--- config.mk ---
export PLATFORM = sky130hd
export DESIGN_NAME = hazard_ctrl
export DESIGN_NICKNAME = d
export VERILOG_FILES = /design/src/rtl/hazard_ctrl.sv
export SDC_FILE = /design/constraint.sdc
export NUM_CORES = 1
export LEC_CHECK = 0
export ABC_AREA = 1
export BUFFER_PORTS_ARGS = -buffer_cell sky130_fd_sc_hd__buf_4
export CELL_PAD_IN_SITES_DETAIL_PLACEMENT = 2
export CELL_PAD_IN_SITES_GLOBAL_PLACEMENT = 2
export CORE_MARGIN = 3
export CORE_UTILIZATION = 32
export DETAILED_ROUTE_END_ITERATION = 7
export HOLD_SLACK_MARGIN = 0.03
export PLACE_DENSITY_LB_ADDON = 0.25
export SLEW_MARGIN = 0
export SYNTH_ARGS = -nofsm -noshare
export SYNTH_HDL_FRONTEND = slang
export SYNTH_SLANG_ARGS = --single-unit
--- constraint.sdc ---
create_clock -name clk -period 4.3 [get_ports clk]
set_clock_uncertainty 0.1 [all_clocks]
set_input_delay 1.29 -clock clk [delete_from_list [all_inputs] [get_ports clk]]
set_output_delay 1.29 -clock clk [all_outputs]
set_load 0.02 [all_outputs]
--- src/rtl/hazard_ctrl.sv ---
// Hazard controller for the 5-stage core: load-use stalls, branch flush sequencing,
// execute-stage forwarding selects from shadow E/M/W fields, and a bubble counter.
module hazard_ctrl #(
    parameter int RBITS      = 4,
    parameter int PC_REG     = 15,
    parameter int BR_PENALTY = 1,
    parameter int CNT_BITS   = 16
) (
    input  logic                clk,
    input  logic                rst,
    input  logic [RBITS-1:0]    ra1_d,
    input  logic [RBITS-1:0]    ra2_d,
    input  logic [RBITS-1:0]    wa3_d,
    input  logic                regwrite_d,
    input  logic                memtoreg_d,
    input  logic                branch_taken_e,
    output logic                stall_f,
    output logic                stall_d,
    output logic                flush_d,
    output logic                flush_e,
    output logic [1:0]          fwd_a_e,
    output logic [1:0]          fwd_b_e,
    output logic [CNT_BITS-1:0] bubble_cnt
);

    typedef enum logic {IDLE = 1'b0, RECOVER = 1'b1} state_t;

    state_t               state_q, state_d;
    logic [2:0]           rcnt_q, rcnt_d;
    logic [RBITS-1:0]     ra1_e_q, ra1_e_d, ra2_e_q, ra2_e_d, wa3_e_q, wa3_e_d;
    logic                 regwrite_e_q, regwrite_e_d, memtoreg_e_q, memtoreg_e_d;
    logic [RBITS-1:0]     wa3_m_q, wa3_m_d, wa3_w_q, wa3_w_d;
    logic                 regwrite_m_q, regwrite_m_d, regwrite_w_q, regwrite_w_d;
    logic [CNT_BITS-1:0]  bubble_q, bubble_d;
    logic                 ldstall_s, stall_s, flush_d_s, flush_e_s;

    // The PC register is never a forwarding or load-use candidate.
    function automatic logic reg_match(input logic [RBITS-1:0] x, input logic [RBITS-1:0] y);
        return (x == y) && (y != RBITS'(PC_REG));
    endfunction

    function automatic logic [1:0] fwd_sel(input logic [RBITS-1:0] ra,
                                           input logic rw_m, input logic [RBITS-1:0] wa_m,
                                           input logic rw_w, input logic [RBITS-1:0] wa_w);
        logic [1:0] sel;
        if (rw_m && reg_match(wa_m, ra)) begin
            sel = 2'b10;
        end else if (rw_w && reg_match(wa_w, ra)) begin
            sel = 2'b01;
        end else begin
            sel = 2'b00;
        end
        return sel;
    endfunction

    // Hazard decisions and next FSM state; a taken branch overrides any load-use stall.
    always_comb begin
        ldstall_s = memtoreg_e_q && regwrite_e_q &&
                    (reg_match(wa3_e_q, ra1_d) || reg_match(wa3_e_q, ra2_d));
        stall_s   = 1'b0;
        flush_d_s = 1'b0;
        flush_e_s = 1'b0;
        state_d   = state_q;
        rcnt_d    = rcnt_q;
        case (state_q)
            IDLE: begin
                if (branch_taken_e) begin
                    flush_d_s = 1'b1;
                    flush_e_s = 1'b1;
                    if (BR_PENALTY != 0) begin
                        state_d = RECOVER;
                        rcnt_d  = 3'(BR_PENALTY);
                    end else begin
                        state_d = IDLE;
                    end
                end else begin
                    stall_s   = ldstall_s;
                    flush_e_s = ldstall_s;
                end
            end
            RECOVER: begin
                flush_d_s = 1'b1;
                flush_e_s = 1'b1;
                if (branch_taken_e) begin
                    rcnt_d = 3'(BR_PENALTY);
                end else if (rcnt_q == 3'd1) begin
                    state_d = IDLE;
                    rcnt_d  = 3'd0;
                end else begin
                    rcnt_d = rcnt_q - 3'd1;
                end
            end
            default: begin
                state_d = IDLE;
                rcnt_d  = 3'd0;
            end
        endcase
    end

    // Shadow pipeline advance and saturating bubble count.
    always_comb begin
        if (flush_e_s) begin
            ra1_e_d      = '0;
            ra2_e_d      = '0;
            wa3_e_d      = '0;
            regwrite_e_d = 1'b0;
            memtoreg_e_d = 1'b0;
        end else begin
            ra1_e_d      = ra1_d;
            ra2_e_d      = ra2_d;
            wa3_e_d      = wa3_d;
            regwrite_e_d = regwrite_d;
            memtoreg_e_d = memtoreg_d;
        end
        wa3_m_d      = wa3_e_q;
        regwrite_m_d = regwrite_e_q;
        wa3_w_d      = wa3_m_q;
        regwrite_w_d = regwrite_m_q;
        if (flush_e_s && (bubble_q != {CNT_BITS{1'b1}})) begin
            bubble_d = bubble_q + CNT_BITS'(1);
        end else begin
            bubble_d = bubble_q;
        end
    end

    // State registers with asynchronous reset.
    always_ff @(posedge clk or posedge rst) begin
        if (rst) begin
            state_q      <= IDLE;
            rcnt_q       <= 3'd0;
            ra1_e_q      <= '0;
            ra2_e_q      <= '0;
            wa3_e_q      <= '0;
            regwrite_e_q <= 1'b0;
            memtoreg_e_q <= 1'b0;
            wa3_m_q      <= '0;
            regwrite_m_q <= 1'b0;
            wa3_w_q      <= '0;
            regwrite_w_q <= 1'b0;
            bubble_q     <= '0;
        end else begin
            state_q      <= state_d;
            rcnt_q       <= rcnt_d;
            ra1_e_q      <= ra1_e_d;
            ra2_e_q      <= ra2_e_d;
            wa3_e_q      <= wa3_e_d;
            regwrite_e_q <= regwrite_e_d;
            memtoreg_e_q <= memtoreg_e_d;
            wa3_m_q      <= wa3_m_d;
            regwrite_m_q <= regwrite_m_d;
            wa3_w_q      <= wa3_w_d;
            regwrite_w_q <= regwrite_w_d;
            bubble_q     <= bubble_d;
        end
    end

    // Controls must be quiet while reset is held, even if a branch pulse arrives.
    assign stall_f    = stall_s & ~rst;
    assign stall_d    = stall_s & ~rst;
    assign flush_d    = flush_d_s & ~rst;
    assign flush_e    = flush_e_s & ~rst;
    assign fwd_a_e    = rst ? 2'b00 : fwd_sel(ra1_e_q, regwrite_m_q, wa3_m_q, regwrite_w_q, wa3_w_q);
    assign fwd_b_e    = rst ? 2'b00 : fwd_sel(ra2_e_q, regwrite_m_q, wa3_m_q, regwrite_w_q, wa3_w_q);
    assign bubble_cnt = bubble_q;

endmodule

=== Word-level counts from Yosys, hierarchy flattened ===
Index checks and enable logic that the tools add are counted.

* Equal/unequal tests: 13
* Mux-type cells: 24
* Reductions and logical operators: 14
* Add/sub/neg operators: 2
* Bitwise gates (word level): 5

{| class="wikitable"
|+ Operator list
! cell !! count
|-
| $eq A4 B4 Y1 || 6
|-
| $add A16 B1 Y16 const B || 1
|-
| $ne A16 B16 Y1 const B || 1
|-
| $ne A4 B4 Y1 const B || 4
|-
| $logic_and A1 B1 Y1 || 13
|-
| $mux W4 || 3
|-
| $mux W1 || 10
|-
| $mux W3 || 3
|-
| $mux W2 || 4
|-
| $pmux W1 S2 || 3
|-
| $pmux W3 S2 || 1
|-
| $and A1 B1 Y1 || 3
|-
| $eq A3 B1 Y1 const B || 1
|-
| $sub A3 B1 Y3 const B || 1
|-
| $ne A2 B2 Y1 const B || 1
|-
| $not A1 Y1 || 2
|-
| $logic_or A1 B1 Y1 || 1
|}

* Output and inout bits: 24
* Bits in registers: 44
* Word-level logic and storage cells: 70
* Input port bits: 17

=== Depth between registers and ports, before layout ===
Gate-level depths: netlist (run 1).

* Word-level depth: 7
* Depth in mapped cells: 12
* Gate-level depth less buffers: 11

=== Worst setup path before layout (run 1) ===
Ideal clock, no wire load.

* Path type: input to output
* Start point: input rst
* End point: output fwd_b_e[0]
* Required time: 2,910 ps
* Stages: 5
* Arrival time: 2,931 ps
* Path slack: -21 ps
* Path buffers: 0
* Path through: inv_1 > nand2_1 > a21oi_1 > nand3_1 > nor2_1

* Word-level cells in the longest chain between the ends: 1

{| class="wikitable"
|+ Ends and longest elaborated chain
! what !! RTL line !! text
|-
| start, declared || 10 || <nowiki>input logic rst,</nowiki>
|-
| $mux W2 || 163 || <nowiki>assign fwd_b_e = rst ? 2'b00 : fwd_sel(ra2_e_q, regwrite_m_q, wa3_m_q, regwrite_w_q, wa3_w_q);</nowiki>
|-
| end, declared || 22 || <nowiki>output logic [1:0] fwd_b_e,</nowiki>
|}

No other way between the ends.

=== Worst setup path in the final report (run 1) ===
* Start point: input ra1_d[2]
* End point: output stall_f

* Word-level cells in the longest chain between the ends: 7
* Elaborated cells between the ends (all ways): 8
* Those cells by class: eq/ne: 2; mux: 2; bitwise: 1; reduce/logical: 3

{| class="wikitable"
|+ Ends and longest elaborated chain
! what !! RTL line !! text
|-
| start, declared || 11 || <nowiki>input logic [RBITS-1:0] ra1_d,</nowiki>
|-
| $eq A4 B4 Y1 / $ne A4 B4 Y1 (equally long branches) || 39 || <nowiki>return (x == y) && (y != RBITS'(PC_REG));</nowiki>
|-
| $logic_and A1 B1 Y1 * || 39 ||
|-
| $logic_or A1 B1 Y1 * || 59 || <nowiki>(reg_match(wa3_e_q, ra1_d) || reg_match(wa3_e_q, ra2_d));</nowiki>
|-
| $logic_and A1 B1 Y1 * || 58 || <nowiki>ldstall_s = memtoreg_e_q && regwrite_e_q &&</nowiki>
|-
| $mux W1 * || 67 || <nowiki>if (branch_taken_e) begin</nowiki>
|-
| $mux W1 * || 65 || <nowiki>case (state_q)</nowiki>
|-
| $and A1 B1 Y1 * || 158 || <nowiki>assign stall_f = stall_s & ~rst;</nowiki>
|-
| end, declared || 17 || <nowiki>output logic stall_f,</nowiki>
|}

Mark *: on every way between the ends. The rest lies on a longest branch, timed or not.

==> metrics.md, run 1 <==
| Metric | Value |
|---|---|
| Status | `completed` |
| Syn nets | `326` |
| RSZ-0062 raised after global routing | `false` |
| Worst-path cell chain | `buf_4 > inv_1 > nand2_1 > nand2_1 > nor2_1 > nand3_1 > nand2_1 > nand2_1 > nor3_1 > buf_4` |
| Synth cell types | `25` |
| Mapped Area | `2355 um^2` |
| Setup crit end kind | `output pin` |
| Synth area leader | `dfrtp_1` |
| Max-cap viol count | `0` |
| Worst-Margin Slew | `569.5 ps` |
| RR Startpoint | `wa3_e_q[2]` |
| Largest net degree at the start of global routing | `45` |
| Layout cells sized above 1 | `0.1600` |
| Hold bufs inserted after CTS | `0` |
| Final setup slack of the worst path | `482.3 ps` |
| Global-route wire length before repair | `11,670 um` |
| Cell Pwr Density | `463.7 nW/um^2` |
| I/O pins | `41` |
| Top post-synthesis cells by area | `dfrtp_1 47%, nand2_1 13%, nor2_1 7.2%` |
| Total track usage | `0.1700` |
| Critical path peak fanout | `3` |
| Synth warn | `0` |
| Post-CTS Setup Inserts | `0` |
| Startpoint Class | `primary input` |
| CP top delay family | `simple AND/OR/NAND/NOR gates` |
| Clock-pin slew on the worst setup and hold paths | `90 ps` |
| Critical Path RT | `2910 ps` |
| Final net count | `369` |
| Mean area per synthesized cell | `7.695 um^2` |
| Post-DP HPWL | `5213 um` |
| Core Footprint | `6982 um^2` |
| CTS root buf | `clkbuf_8` |
| Die width | `91.78 um` |
| Clock Tree Buf Depth | `2` |
| Min-delay worst type | `reg -> reg` |
| Min-delay src | `regwrite_e_q` |
| TritonCTS clock tree | `yes` |
| Initial antenna violation count | `0` |
| DRT Wirelength | `6747 um` |
| ANT cells | `0` |
| Post-Syn Instances | `306` |
| Period minus WS final | `3818 ps` |
| Die H | `91.78 um` |
| Die ar. | `8424 um^2` |
| Clock Sinks | `44` |
| F_max | `261.9 MHz` |
| Share of the clock period used by the worst path | `0.8878` |
| Multi-input gate area | `1056 um^2` |
| Leak | `0.001508 uW` |
| Synthesis-to-layout area growth | `21.68%` |
| Slowest cell on the critical path | `nor3_1` |
| DRC | `0` |
| Fill count | `849` |
| Seq cells post-synth | `44` |
| Initial DRC count | `59` |
| CP Data Arrival Time | `2430 ps` |
| Slew Viols, Final | `0` |
| Pre-CTS WS | `518.8 ps` |
| Port Buf Inserts | `40` |
| Final setup viols | `0` |
| Gpl congestion | `0.7885` |
| Final Util | `0.4104` |
| Htree depth | `2` |
| Post_cts resized | `0` |
| Post-synth top area share | `0.4676` |
| Crit path kind | `in -> out` |
| ANT nets after route | `0` |
| Crit path buf inv count | `3` |
| Total CTS buffers | `5` |
| Initial Utilization | `0.3373` |
| Fin Setup TNS | `0 ps` |
| Vias in the first global route | `2,322` |
| Worst slew margin | `0.6203` |
| First-pass iteration count of the detailed router | `4` |
| Final hold violation count | `0` |
| Max stage delay on crit path | `240 ps` |
| Rows | `30` |
| Flip-flop and latch area | `1101 um^2` |
| Maximum vdd ir drop | `0.0001370 V` |
| DR vias/cell | `4.827` |
| Vias | `2,153` |
| Gr ovfl total | `0` |
| Setup crit start | `ra1_d[2]` |
| Worst skew pair latency | `290 ps` |
| Routed length per instance | `15.13 um` |
| Most used cell, CP | `nand2_1` |
| Seq/Total Area, Yosys | `0.4676` |
==> per-stage QoR <==
stage	hold WS [ps]	instance area [um^2]	power, uW	instances
after floorplan	253.5	2359	859.3	306
after global placement	263.1	2758	1002	438
after detailed placement	275.5	2758	1031	438
after CTS	297.5	2865	1352	446
after global routing	305.2	2865	1428	446
final	291.7	2865	1329	446
==> cell usage in the layout (no fill, tap or decap), types with 2 or more instances in the layout <==
| cell type | count |
|---|---|
| a21oi_1 | 2 |
| buf_4 | 42 |
| clkbuf_8 | 5 |
| dfrtp_1 | 44 |
| ha_1 | 3 |
| inv_1 | 42 |
| nand2_1 | 84 |
| nand3_1 | 28 |
| nand4_1 | 8 |
| nor2_1 | 45 |
| nor3_1 | 5 |
| nor4_1 | 3 |
| o21ai_0 | 4 |
| o22ai_1 | 8 |
| xnor2_1 | 5 |
| xor2_1 | 11 |
==> layout make-up <==
class / instances / area share
Tap cell: 96 / 0.04192
Sequential cell: 44 / 0.3843
Inverter: 43 / 0.05764
Multi-Input combinational cell: 213 / 0.3686
Clock inverter: 2 / 0.01223
Timing Repair Buffer: 42 / 0.1100
Clock buffer: 6 / 0.02533
==> cells in the mapped netlist (all sizes together) <==
library cell  number
xnor2              5
o22ai              8
xor2              11
o21ai              4
nand3             30
nor4               3
ha                 3
nand2             86
nand3b             1
nor3               6
nor2              46
buf                4
dfrtp             44
clkbuf             2
inv               43
a21oi              2
nand4              8
==> state kept, by name, summed over array words and instances (netlist names) <==
register / cells
regwrite_e_q: 1
bubble_cnt: 16
ra2_e_q: 4
state_q: 1
regwrite_m_q: 1
regwrite_w_q: 1
memtoreg_e_q: 1
wa3_w_q: 4
ra1_e_q: 4
rcnt_q: 3
wa3_m_q: 4
wa3_e_q: 4
==> worst paths after layout <==
kind / end / slack, ps / cells past startpoint
setup / recovery: stall_f / 480 / 10
hold reg to reg: regwrite_m_q / 290 / 0
hold / removal: regwrite_m_q / 290 / 0
setup reg to reg: bubble_cnt[12] / 2000 / 12
min in group asynchronous: regwrite_w_q / 1090 / 3
max in group asynchronous: wa3_e_q[3] / 2600 / 3
==> worst register-to-register path, delay by kind of cell (launching register included) <==
kind | cells | cell delay (ps)
AND/OR/NAND/NOR | 10 | 1200
buffers and inverters | 2 | 440
flip-flops | 1 | 460
==> metal layers <==
metal | vias up | GRT usage | wire length (um)
li1 | 1041 | - | -
met1 | 1078 | 0.2301 | 3224
met2 | 32 | 0.2891 | 3297
met3 | 2 | 0.02625 | 188
met4 | 0 | 0.03342 | 37
met5 | - | 0 | 0
==> power by group <==
group / switching (uW) / internal, uW / total [uW]
Sequential: 98.6 / 489 / 588
Combinational: 257 / 167 / 424
Clock: 144 / 173 / 317
Total: 500 / 829 / 1330
==> kinds of logic after synthesis <==
group | synth area share
AOI/OAI and AO/OA | 0.03401
DFF | 0.4676
adders and majority gates | 0.01594
buffers and inverters | 0.08395
xor gates and xnor gates | 0.05951
and+or+nand+nor | 0.3390
(Power assumes the default switching activity.)
==> run 2, diff against run 1 <==
Settings changed: GPL_TIMING_DRIVEN from default to 0.
==> metrics.md, run 2 (synthesis gave the netlist of run 1 again) <==
| Metric | Value |
|---|---|
| Fin area | `2905 um^2` |
| Post-CTS Setup Inserts | `0` |
| Max reg flops | `16` |
| DRC | `0` |
| Share of the clock period used by the worst path | `0.9124` |
| RSZ-0062 raised after global routing | `false` |
| Clock Sinks | `44` |
| Hold bufs inserted after CTS | `0` |
| Multi-input gate area | `1056 um^2` |
| Period minus WS final | `3923 ps` |
| Setup crit end kind | `output pin` |
| Final setup slack of the worst path | `376.8 ps` |
| Fill count | `846` |
| Port Buf Inserts | `40` |
| Total CTS buffers | `5` |
| Layout cells sized above 1 | `0.1690` |
| Startpoint Class | `primary input` |
| Post-DP HPWL | `5238 um` |
| TritonCTS clock tree | `yes` |
| Largest net degree at the start of global routing | `24` |
| Commonest cells after routing, fill and taps aside | `84 x nand2_1, 45 x nor2_1, 44 x dfrtp_1` |
| ANT nets after route | `0` |
| Global-route wire length before repair | `12,070 um` |
| Vias | `2,189` |
| Post_cts resized | `0` |
| Core Footprint | `6982 um^2` |
| Maximum vdd ir drop | `0.0001617 V` |
| Total track usage | `0.1791` |
| Initial DRC count | `64` |
| Final setup viols | `0` |
| Slew Viols, Final | `0` |
| Cell Pwr Density | `473.1 nW/um^2` |
| Worst-Margin Slew | `1156 ps` |
| Die H | `91.78 um` |
| Critical path peak fanout | `23` |
| Flip-flop and latch area | `1101 um^2` |
| Initial antenna violation count | `0` |
| Clock Tree Buf Depth | `2` |
| Pre-CTS WS | `-141.3 ps` |
| WHS | `282.2 ps` |
| Max-cap viol count | `0` |
| Status | `completed` |
| F_max | `254.9 MHz` |
| DR vias/cell | `4.854` |
| Routed length per instance | `15.82 um` |
| CTS root buf | `clkbuf_8` |
| Initial Utilization | `0.3373` |
| First-pass iteration count of the detailed router | `4` |
| Worst skew pair latency | `300 ps` |
| I/O pins | `41` |
| Htree depth | `2` |
| Leak | `0.001524 uW` |
| Vias in the first global route | `2,390` |
| CP Data Arrival Time | `2530 ps` |
| Rows | `30` |
| ANT cells | `0` |
| Die ar. | `8424 um^2` |
| Crit path kind | `in -> out` |
| Final hold violation count | `0` |
| Synthesis-to-layout area growth | `23.38%` |
| Critical Path RT | `2910 ps` |
| Most common cell after layout, fill and taps aside | `nand2_1` |
| Final net count | `374` |
| Gpl congestion | `0.8083` |
| Clock-pin slew on the worst setup and hold paths | `90 ps` |
| Die width | `91.78 um` |
| Gr ovfl total | `0` |
| DP Area | `2779 um^2` |
| Fin Setup TNS | `0 ps` |
| DRT Wirelength | `7133 um` |
| Min-delay worst type | `reg -> reg` |
| Worst slew margin | `0.2254` |
[run 2: layout make-up]
| type | count | share of cell area |
|---|---|---|
| clock buffers | 6 | 0.02842 |
| repair buffers | 40 | 0.1034 |
| inverters | 43 | 0.05685 |
| multi-input cells | 213 | 0.3635 |
| well taps | 96 | 0.04134 |
| repair inverters | 1 | 0.001723 |
| plain buffers | 6 | 0.01249 |
| clock inverters | 2 | 0.01335 |
| flip-flops and latches | 44 | 0.3790 |
[run 2: final timing paths]
| check | from | to | slack (ps) | depth (start not counted) |
|---|---|---|---|---|
| min | regwrite_e_q | regwrite_m_q | 280 | 0 |
| max | rst | fwd_a_e[0] | 380 | 7 |
| min in group asynchronous | rst | regwrite_w_q | 970 | 2 |
| max in group asynchronous | rst | bubble_cnt[14] | 2380 | 2 |
| min reg2reg | regwrite_e_q | regwrite_m_q | 280 | 0 |
| max reg2reg | wa3_e_q[3] | bubble_cnt[1] | 1990 | 11 |
[run 2: layer usage]
metal,track usage,part of all wire,vias to the layer above
li1,-,-,1050
met4,0.04455,0.0093,0
met2,0.3122,0.50,30
met3,0.02707,0.026,5
met5,0,0,-
met1,0.2323,0.47,1104
[run 2: where the power goes]
part / total (uW) / switching (uW) / internal (uW)
sequential: 590 / 100 / 489
combinational: 440 / 269 / 171
clock: 345 / 155 / 190
total: 1370 / 524 / 851
[run 2: per-stage QoR]
stage / cells / util / power (uW)
floorplan: 306 / - / 859.3
global placement: 442 / 0.3980 / 1006
detailed placement: 442 / 0.3980 / 1034
CTS: 451 / 0.4161 / 1390
global route: 451 / 0.4161 / 1474
finish: 451 / 0.4161 / 1375
[run 2: worst max-delay path: stages]
cell and delay (ps):
buf_4 150, clkinvlp_4 450, nand2_1 250, nor2_1 80, nand4_1 100, nor2_1 50
buf_4 150
==> run 3, diff against run 2 <==
Settings changed: CORE_MARGIN 3 to 4.
==> metrics.md, run 3 (synthesis gave the netlist of run 1 again) <==
| Metric | Value |
|---|---|
| Status | `completed` |
| Max-cap viol count | `0` |
| Total track usage | `0.1741` |
| Worst-Margin Slew | `1165 ps` |
| CP Data Arrival Time | `2530 ps` |
| Fill count | `880` |
| Crit path kind | `in -> out` |
| Non-filler cells, final | `453` |
| Rows | `31` |
| Vias in the first global route | `2,345` |
| Final net count | `374` |
| Max stage delay on crit path | `450 ps` |
| DRC | `0` |
| Slew Viols, Final | `0` |
| Die width | `93.78 um` |
| Gpl congestion | `0.8122` |
| Leak | `0.001527 uW` |
| Total CTS buffers | `5` |
| Dpl cells | `445` |
| Die H | `93.78 um` |
| Final hold violation count | `0` |
| Synthesis-to-layout area growth | `23.86%` |
| Routed length per instance | `15.19 um` |
| ANT nets after route | `0` |
| Largest net degree at the start of global routing | `24` |
| Worst slew margin | `0.2193` |
| DR vias/cell | `4.773` |
| Flop2flop setup slack | `2090 ps` |
| GR Util met2 | `0.2874` |
| Startpoint Class | `primary input` |
| Initial antenna violation count | `0` |
| Initial DRC count | `69` |
| Setup crit end kind | `output pin` |
| Port Buf Inserts | `40` |
| Post-DP HPWL | `5252 um` |
| Busiest grt layer | `met2` |
| Most common cell after layout, fill and taps aside | `nand2_1` |
| DRT Wirelength | `6881 um` |
| Layout cells sized above 1 | `0.1667` |
| Worst skew pair latency | `300 ps` |
| Clock Sinks | `44` |
| Post_cts resized | `0` |
| Core Footprint | `7214 um^2` |
| Min-delay worst type | `reg -> reg` |
| CTS root buf | `clkbuf_8` |
| Gr ovfl total | `0` |
| Worst-path cell chain | `buf_4 > clkinvlp_4 > nand2_1 > nor2_1 > nand4_1 > nor2_1 > buf_4` |
| I/O pins | `41` |
| GR Util met3 | `0.02804` |
| Vias | `2,162` |
| Met1 track demand over resource | `0.2377` |
| Share of the clock period used by the worst path | `0.9113` |
| ANT cells | `0` |
| First-pass iteration count of the detailed router | `4` |
| Fin Setup TNS | `0 ps` |
| Clock-pin slew on the worst setup and hold paths | `90 ps` |
| Max reg flops | `16` |
| Slowest cell on the critical path | `clkinvlp_4` |
| Initial Utilization | `0.3264` |
| Global-route wire length before repair | `12,050 um` |
| Critical Path RT | `2910 ps` |
| Critical path peak fanout | `23` |
| Period minus WS final | `3919 ps` |
| Maximum vdd ir drop | `0.0001600 V` |
| Commonest cells after routing, fill and taps aside | `84 x nand2_1, 45 x nor2_1, 44 x dfrtp_1` |
| Htree depth | `2` |
| F_max | `255.2 MHz` |
| Cell Pwr Density | `476.8 nW/um^2` |
| Die ar. | `8795 um^2` |
| RSZ-0062 raised after global routing | `false` |
| TritonCTS clock tree | `yes` |
| Clock Tree Buf Depth | `2` |
| Final setup viols | `0` |
[run 3: cell count changes in the layout (fill, tap and decap cells not counted), sizes merged]
cell,delta
bufinv,+1
clkbuf,-1
clkinv,-1
[run 3: per-stage QoR]
| stage | worst slack (ps) | hold slack [ps] | power [uW] | cell area (um^2) | util |
|---|---|---|---|---|---|
| 2_1_floorplan | 457.6 | 253.5 | 859.3 | 2359 | - |
| 3_5_place_dp | -119.2 | 261.8 | 1039 | 2783 | 0.3857 |
| 3_3_place_gp | -121.4 | 258.4 | 1008 | 2783 | 0.3857 |
| 4_1_cts | 330.1 | 283.3 | 1417 | 2917 | 0.4043 |
| 5_1_grt | 165.9 | 299.8 | 1500 | 2917 | 0.4043 |
| 6_report | 381.4 | 284.4 | 1391 | 2917 | 0.4043 |
[run 3: path summary, 6_finish.rpt]
kind	start	end	depth (start not counted)
max in group asynchronous	rst	ra1_e_q[3]	2
worst max register to register	bubble_cnt[0]	bubble_cnt[9]	9
worst max-delay path	rst	fwd_a_e[0]	7
min in group asynchronous	rst	rcnt_q[2]	2
worst min register to register	regwrite_e_q	regwrite_m_q	0
worst min-delay path	regwrite_e_q	regwrite_m_q	0
[run 3: critical path, delay by kind of cell]
family        cells  cell delay [ps]
simple gates      4              480
buf+inv           3              750
[run 3: per-layer routing]
metal / wire (um) / part of all wire / vias to the layer above
met1: 3195 / 0.46 / 1075
met4: 86 / 0.012 / 0
met2: 3421 / 0.50 / 31
met5: 0 / 0 / -
li1: - / - / 1050
met3: 178 / 0.026 / 6
[run 3: report_power, final]
group	total [uW]	internal (uW)	switching (uW)	leakage [uW]
registers	588	489	99.0	0.000590
clock network	370	229	141	0.0000642
logic	432	170	262	0.000872
total	1390	888	503	0.00153
[run 3: what timing repair did]
action,4_1_cts,5_1_grt
endpoints found under the setup margin,2,0
hold buffers,0,0
buffers inserted,0,0
endpoints found under the hold margin,0,0
[run 3: area by class of cell]
cell class	count	area, um^2	area share
timing repair buffer	40	300.3	0.1030
clock inverter	2	60.06	0.02059
sequential	44	1101	0.3775
tap	99	123.9	0.04247
multi-input combinational	213	1056	0.3621
timing repair inverter	1	5.005	0.001716
inverter	43	165.2	0.05663
buffer	6	36.28	0.01244
clock buffer	5	68.82	0.02360
